[src/rtl/chord_voice_scheduler_if.sv]
// Entry stream from the song reader and the load bus towards the note_player voice bank.
// The master modport is the song reader and voice-bank side. The slave modport is the scheduler.
interface chord_voice_scheduler_if #(
    parameter int NUM_VOICES = 3,
    parameter int NOTE_W     = 6,
    parameter int DUR_W      = 6
);
    logic                  note_valid;
    logic                  note_ready;
    logic [NOTE_W-1:0]     note_in;
    logic [DUR_W-1:0]      dur_in;
    logic                  advance_in;
    logic [NUM_VOICES-1:0] voice_load;
    logic [NOTE_W-1:0]     load_note;
    logic [DUR_W-1:0]      load_dur;
    logic                  steal;

    modport master (
        output note_valid, note_in, dur_in, advance_in,
        input  note_ready, voice_load, load_note, load_dur, steal
    );

    modport slave (
        input  note_valid, note_in, dur_in, advance_in,
        output note_ready, voice_load, load_note, load_dur, steal
    );
endinterface

[src/rtl/chord_voice_scheduler.sv]
// Assigns (note, duration, advance) entries to a free voice, or steals the voice with the least time left.
// Load strobe one cycle after the handshake. note_ready is low in DISPATCH and HOLD, and low while play_enable is 0.
module chord_voice_scheduler #(
    parameter int NUM_VOICES = 3,
    parameter int NOTE_W     = 6,
    parameter int DUR_W      = 6
) (
    input  logic                  clk,
    input  logic                  reset,
    input  logic                  play_enable,
    input  logic                  beat,
    chord_voice_scheduler_if.slave bus,
    output logic [NUM_VOICES-1:0] voice_busy,
    output logic                  all_done
);
    localparam int SEL_W = $clog2(NUM_VOICES);

    typedef enum logic [1:0] {IDLE, DISPATCH, HOLD} state_t;

    state_t              state, state_nxt;
    logic [DUR_W-1:0]    cnt [NUM_VOICES];
    logic [DUR_W-1:0]    adv_cnt;
    logic [NOTE_W-1:0]   cap_note;
    logic [DUR_W-1:0]    cap_dur;
    logic                cap_adv;

    logic                tick;
    logic                rdy;
    logic                load_en;
    logic                any_free;
    logic [SEL_W-1:0]    sel_free, sel_min, sel;
    logic [DUR_W-1:0]    min_val;
    logic [NUM_VOICES-1:0] load_vec;

    assign tick = beat && play_enable;

    always_ff @(posedge clk or negedge reset) begin
        if (!reset) state <= IDLE;
        else        state <= state_nxt;
    end

    always_comb begin
        state_nxt = state;
        rdy       = 1'b0;
        load_en   = 1'b0;
        case (state)
            IDLE: begin
                rdy = play_enable;
                if (bus.note_valid && play_enable) state_nxt = DISPATCH;
            end
            DISPATCH: begin
                load_en   = (cap_note != '0) && (cap_dur != '0);
                state_nxt = (cap_adv && cap_dur != '0) ? HOLD : IDLE;
            end
            HOLD: begin
                if (tick && adv_cnt == DUR_W'(1)) state_nxt = IDLE;
            end
            default: state_nxt = IDLE;
        endcase
    end

    // Free voice wins (lowest index); otherwise the one closest to finishing.
    always_comb begin
        any_free = 1'b0;
        sel_free = '0;
        for (int i = NUM_VOICES - 1; i >= 0; i--) begin
            if (cnt[i] == '0) begin
                any_free = 1'b1;
                sel_free = SEL_W'(i);
            end
        end
        sel_min = '0;
        min_val = cnt[0];
        for (int i = 1; i < NUM_VOICES; i++) begin
            if (cnt[i] < min_val) begin
                min_val = cnt[i];
                sel_min = SEL_W'(i);
            end
        end
        sel = any_free ? sel_free : sel_min;
    end

    always_comb begin
        load_vec   = '0;
        voice_busy = '0;
        for (int i = 0; i < NUM_VOICES; i++) begin
            load_vec[i]   = load_en && (sel == SEL_W'(i));
            voice_busy[i] = (cnt[i] != '0);
        end
    end

    assign bus.note_ready = rdy && reset;
    assign bus.voice_load = load_vec;
    assign bus.load_note  = cap_note;
    assign bus.load_dur   = cap_dur;
    assign bus.steal      = load_en && !any_free;
    assign all_done       = (state == IDLE) && (voice_busy == '0);

    always_ff @(posedge clk or negedge reset) begin
        if (!reset) begin
            cap_note <= '0;
            cap_dur  <= '0;
            cap_adv  <= 1'b0;
        end else if (state == IDLE && bus.note_valid && rdy) begin
            cap_note <= bus.note_in;
            cap_dur  <= bus.dur_in;
            cap_adv  <= bus.advance_in;
        end
    end

    // A load overrides the beat for that voice only; the others still count down.
    always_ff @(posedge clk or negedge reset) begin
        if (!reset) begin
            for (int i = 0; i < NUM_VOICES; i++) cnt[i] <= '0;
        end else begin
            for (int i = 0; i < NUM_VOICES; i++) begin
                if (load_vec[i])                 cnt[i] <= cap_dur;
                else if (tick && cnt[i] != '0)   cnt[i] <= cnt[i] - DUR_W'(1);
            end
        end
    end

    always_ff @(posedge clk or negedge reset) begin
        if (!reset) begin
            adv_cnt <= '0;
        end else if (state == DISPATCH) begin
            adv_cnt <= (cap_adv && cap_dur != '0) ? cap_dur : '0;
        end else if (state == HOLD && tick && adv_cnt != '0) begin
            adv_cnt <= adv_cnt - DUR_W'(1);
        end
    end
endmodule

[src/flat_wrapper.sv]
// flat-port wrapper written by rule: the top's interface ports become plain ports
module chord_voice_scheduler_flat 
#(
    parameter int NUM_VOICES = 3,
    parameter int NOTE_W     = 6,
    parameter int DUR_W      = 6
)
  (clk, reset, play_enable, beat, voice_busy, all_done, bus_note_valid, bus_note_in, bus_dur_in, bus_advance_in, bus_note_ready, bus_voice_load, bus_load_note, bus_load_dur, bus_steal);
  chord_voice_scheduler_if #(.NUM_VOICES(NUM_VOICES), .NOTE_W(NOTE_W), .DUR_W(DUR_W)) bus_i ();
  input  logic clk;
  input  logic reset;
  input  logic play_enable;
  input  logic beat;
  output logic [NUM_VOICES-1:0] voice_busy;
  output logic all_done;
  input wire logic [$bits(bus_i.note_valid)-1:0] bus_note_valid;
  input wire logic [$bits(bus_i.note_in)-1:0] bus_note_in;
  input wire logic [$bits(bus_i.dur_in)-1:0] bus_dur_in;
  input wire logic [$bits(bus_i.advance_in)-1:0] bus_advance_in;
  output wire logic [$bits(bus_i.note_ready)-1:0] bus_note_ready;
  output wire logic [$bits(bus_i.voice_load)-1:0] bus_voice_load;
  output wire logic [$bits(bus_i.load_note)-1:0] bus_load_note;
  output wire logic [$bits(bus_i.load_dur)-1:0] bus_load_dur;
  output wire logic [$bits(bus_i.steal)-1:0] bus_steal;
  assign bus_i.note_valid = bus_note_valid;
  assign bus_i.note_in = bus_note_in;
  assign bus_i.dur_in = bus_dur_in;
  assign bus_i.advance_in = bus_advance_in;
  assign bus_note_ready = bus_i.note_ready;
  assign bus_voice_load = bus_i.voice_load;
  assign bus_load_note = bus_i.load_note;
  assign bus_load_dur = bus_i.load_dur;
  assign bus_steal = bus_i.steal;
  chord_voice_scheduler #(.NUM_VOICES(NUM_VOICES), .NOTE_W(NOTE_W), .DUR_W(DUR_W)) u_core (.clk(clk), .reset(reset), .play_enable(play_enable), .beat(beat), .bus(bus_i), .voice_busy(voice_busy), .all_done(all_done));
endmodule
[config.mk]
export PLATFORM = sky130hd
export DESIGN_NAME = chord_voice_scheduler_flat
export DESIGN_NICKNAME = d
export VERILOG_FILES = /design/src/rtl/chord_voice_scheduler_if.sv /design/src/rtl/chord_voice_scheduler.sv /design/src/flat_wrapper.sv
export SDC_FILE = /design/constraint.sdc
export NUM_CORES = 1
export LEC_CHECK = 0
export ABC_AREA = 0
export ABC_CLOCK_PERIOD_IN_PS = 5850
export CAP_MARGIN = 20
export CORE_MARGIN = 2
export CORE_UTILIZATION = 26
export CTS_CLUSTER_DIAMETER = 100
export DETAILED_ROUTE_END_ITERATION = 10
export PLACE_DENSITY_LB_ADDON = 0.3
export SETUP_SLACK_MARGIN = 0.3
export SYNTH_ARGS = -nofsm -noshare
export SYNTH_HDL_FRONTEND = slang
export SYNTH_SLANG_ARGS = --single-unit
[constraint.sdc]
create_clock -name clk -period 5.85 [get_ports clk]
set_clock_uncertainty 0.15 [all_clocks]
set_input_delay 0.8775 -clock clk [delete_from_list [all_inputs] [get_ports clk]]
set_output_delay 0.8775 -clock clk [all_outputs]
set_load 0.05 [all_outputs]
==> metrics <==
status finished, final reports clean; Syn Nets 291; Clock Sinks 39; Cell variety after synth 49; total core area 9330 um2; first-pass GRT wire length 10500 um; setup tns final 0 ns; detailed placement HPWL 4900 um; post-DR vias/cell 4.91; highest routed layer met4; area delta synth->final 25.9%; Final Wtd Congestion 1.05; nets 329; fin crit share 89.0%; pin count of the biggest net entering global routing 41; number of max-cap violations 0; Clock Tree Buf Depth 2; drc violations 0; Hold Buf Count CTS 0; fillers 969; # diodes 0; Mapped Cells 257; grt ovf 0; CP endpoint kind output pin; RSZ-0062 raised after global routing no; DR WL/cell 15.2 um; post-synthesis sequential area ratio 38.8%; initial antenna violation count 0; worst min path class register to register; Async S/R FF share, synth 100%; Layout Utilization 33.9%; wl on met1 2970 um; fmax 192 MHz; Cells after DPL 417; All-Layer GR Usage 13.0%; First DRT Iteration DRCs 150; Mapped Area 2510 um2; syn avg cell area 9.78 um2; Max FO, Critical Path 9; power per cell area 433 nW/um2; crit path cell chain inv_1 -> ha_1 -> nand2_1 -> o21ai_1 -> o21ba_2 -> nor2_1 -> a21oi_1 -> ha_1 -> a21o_1 -> a21oi_1 -> and3_1 -> a211oi_1 -> o21a_1 -> clkdlybuf4s50_1; relative slew slack 56.8%; crit-path max cell delay 0.88 ns; Multi-input gate area 1440 um2; FF+latch count, synth 39; slowest CP cell clkdlybuf4s50_1; WS Path Type register to output pin; Worst-Margin Slew 0.648 ns; EDFF count, synth 0; FF+latch area 976 um2; vias in the first global route 2067; ys flop type dfrtp_1; final slew viol count 0; DIE WIDTH 102 um; worst vdd ir 128 uV; Initial Util 26.9%; element type at the critical path start register; Total Routed Length 6460 um; Num CTS Buffers 5; layout cells sized above 1 15.9%; fin crit period 5.21 ns; met2 wire length 3040 um; H-tree Lvls 2; drt pass-1 iters 4; die footprint 10500 um2; # port buffers 38; Data required, critical path 4.82 ns; Std-Cell Rows 35; CTS tree done; # setup viols final 0; clock latency on the worst-skew pair 0.30 ns; IO Count 39; crit path DAT 4.18 ns; root buf cell clkbuf_8; yosys warns 0; Final ANT Viol Nets 0; Fin. Hold Viols 0; via count 2088; Static Leak 1.36 nW; metal3 WL 374 um; Final Instance Count excl. Fillers 425; Die Ht 102 um; clock-pin transition on the worst setup and hold timing paths 0.09 ns
==> flip-flops by register name, summed over array words and instances (netlist names) <==
| register | flops |
|---|---|
| u_core.cnt | 18 |
| u_core.adv_cnt | 6 |
| u_core.bus.load_dur | 6 |
| u_core.bus.load_note | 6 |
| u_core.state | 2 |
| u_core.cap_adv | 1 |
==> logic make-up (layout without fill, tap and decap cells) <==
| family | after synthesis | in the layout | share of synthesized area, % |
|---|---|---|---|
| AOI/OAI and AO/OA | 49 | 49 | 13.7 |
| xor gates and xnor gates | 14 | 14 | 4.88 |
| adders and majority gates | 16 | 16 | 7.96 |
| buffers and inverters | 26 | 65 | 4.08 |
| DFF | 39 | 39 | 38.8 |
| muxes | 30 | 30 | 13.3 |
| and+or+nand+nor | 83 | 83 | 17.3 |
==> placed cells by master, fill, tap and decap left out, types with 2 or more instances in the layout <==
| cell | Yosys | routed |
|---|---|---|
| o21a_1 | 3 | 3 |
| ha_1 | 16 | 16 |
| bufinv_16 | 0 | 2 |
| nor3_1 | 5 | 5 |
| and2_1 | 2 | 2 |
| nor4_2 | 2 | 2 |
| o21ai_1 | 2 | 2 |
| mux2i_1 | 3 | 3 |
| clkbuf_8 | 0 | 5 |
| inv_1 | 18 | 18 |
| o21ai_0 | 13 | 13 |
| nand3_1 | 13 | 13 |
| nand4_1 | 2 | 2 |
| mux2_2 | 27 | 27 |
| a21o_1 | 2 | 2 |
| nand2_1 | 21 | 21 |
| nor4_1 | 4 | 4 |
| xor2_1 | 3 | 3 |
| nand2b_1 | 2 | 2 |
| and3_1 | 4 | 4 |
| nor2_1 | 19 | 19 |
| dfrtp_1 | 39 | 39 |
| a21oi_1 | 14 | 14 |
| xnor2_1 | 11 | 11 |
| clkdlybuf4s50_1 | 0 | 36 |
==> report_power, final <==
part / internal (mW) / leakage [nW] / total (mW) / switching (mW)
registers: 0.346 / 0.476 / 0.443 / 0.0971
logic: 0.293 / 0.810 / 0.646 / 0.354
clock network: 0.173 / 0.0703 / 0.283 / 0.109
total: 0.812 / 1.36 / 1.37 / 0.560
==> layer usage <==
metal	vias up	global-route usage [%]
li1	993	-
met1	1024	17.6
met2	63	21.2
met3	8	2.60
met4	0	3.79
met5	-	0
==> cell type report <==
class / instances / share of cell area (%)
inverters: 18 / 2.13
flip-flops and latches: 39 / 30.8
clock buffers: 5 / 2.17
repair buffers: 39 / 12.2
well taps: 129 / 5.10
multi-input cells: 192 / 45.3
clock inverters: 3 / 2.25
==> stage by stage <==
| step | power, mW | setup slack, ns | cell area (um2) | hold WS [ns] |
|---|---|---|---|---|
| 2_1_floorplan | 0.934 | 1.67 | 2510 | 0.393 |
| 3_3_place_gp | 1.06 | 0.933 | 3020 | 0.376 |
| 3_5_place_dp | 1.09 | 0.825 | 3020 | 0.379 |
| 4_1_cts | 1.38 | 0.481 | 3160 | 0.406 |
| 5_1_grt | 1.48 | 0.342 | 3170 | 0.415 |
| 6_report | 1.37 | 0.645 | 3170 | 0.404 |
==> worst max-delay path: cells and delay by family, from the launching register on <==
family                   cells  cell delay (ns)
AO/OA/AOI/OAI                7             1.52
adder cells (fa/ha/maj)      2             0.66
buffers and inverters        2             0.97
flip-flops                   1             0.39
AND/OR/NAND/NOR              3             0.35
==> Yosys cell counts (5+ instances only) <==
| cell | number | area, um2 |
|---|---|---|
| mux2_2 | 27 | 304 |
| nand3_1 | 13 | 65.1 |
| o21ai_0 | 13 | 65.1 |
| nor3_1 | 5 | 25.0 |
| xnor2_1 | 11 | 96.3 |
| inv_1 | 18 | 67.6 |
| a21oi_1 | 14 | 70.1 |
| nor2_1 | 19 | 71.3 |
| nand2_1 | 21 | 78.8 |
| dfrtp_1 | 39 | 976 |
| clkbuf_1 | 6 | 22.5 |
| ha_1 | 16 | 200 |
==> path summary, 6_finish.rpt <==
path	startpoint	to	slack, ns	cells after the start
worst max-delay path	u_core.cnt[17]$_DFFE_PN0P_	bus_voice_load[1]	0.64	14
worst min-delay path	u_core.bus.load_note[3]$_DFFE_PN0P_	u_core.bus.load_note[3]$_DFFE_PN0P_	0.40	1
worst max register to register	u_core.cnt[17]$_DFFE_PN0P_	u_core.cnt[5]$_DFFE_PN0P_	2.09	14
worst min register to register	u_core.bus.load_note[3]$_DFFE_PN0P_	u_core.bus.load_note[3]$_DFFE_PN0P_	0.40	1
max in group asynchronous	reset	u_core.adv_cnt[4]$_DFFE_PN0P_	4.70	2
min in group asynchronous	reset	u_core.bus.load_note[3]$_DFFE_PN0P_	0.49	2
==> what timing repair did <==
item	in CTS	in global routing
gates resized for setup	0	1
endpoints found under the setup margin	0	1
buffers inserted	0	0
Note: power is estimated with default switching activity, not from simulation.
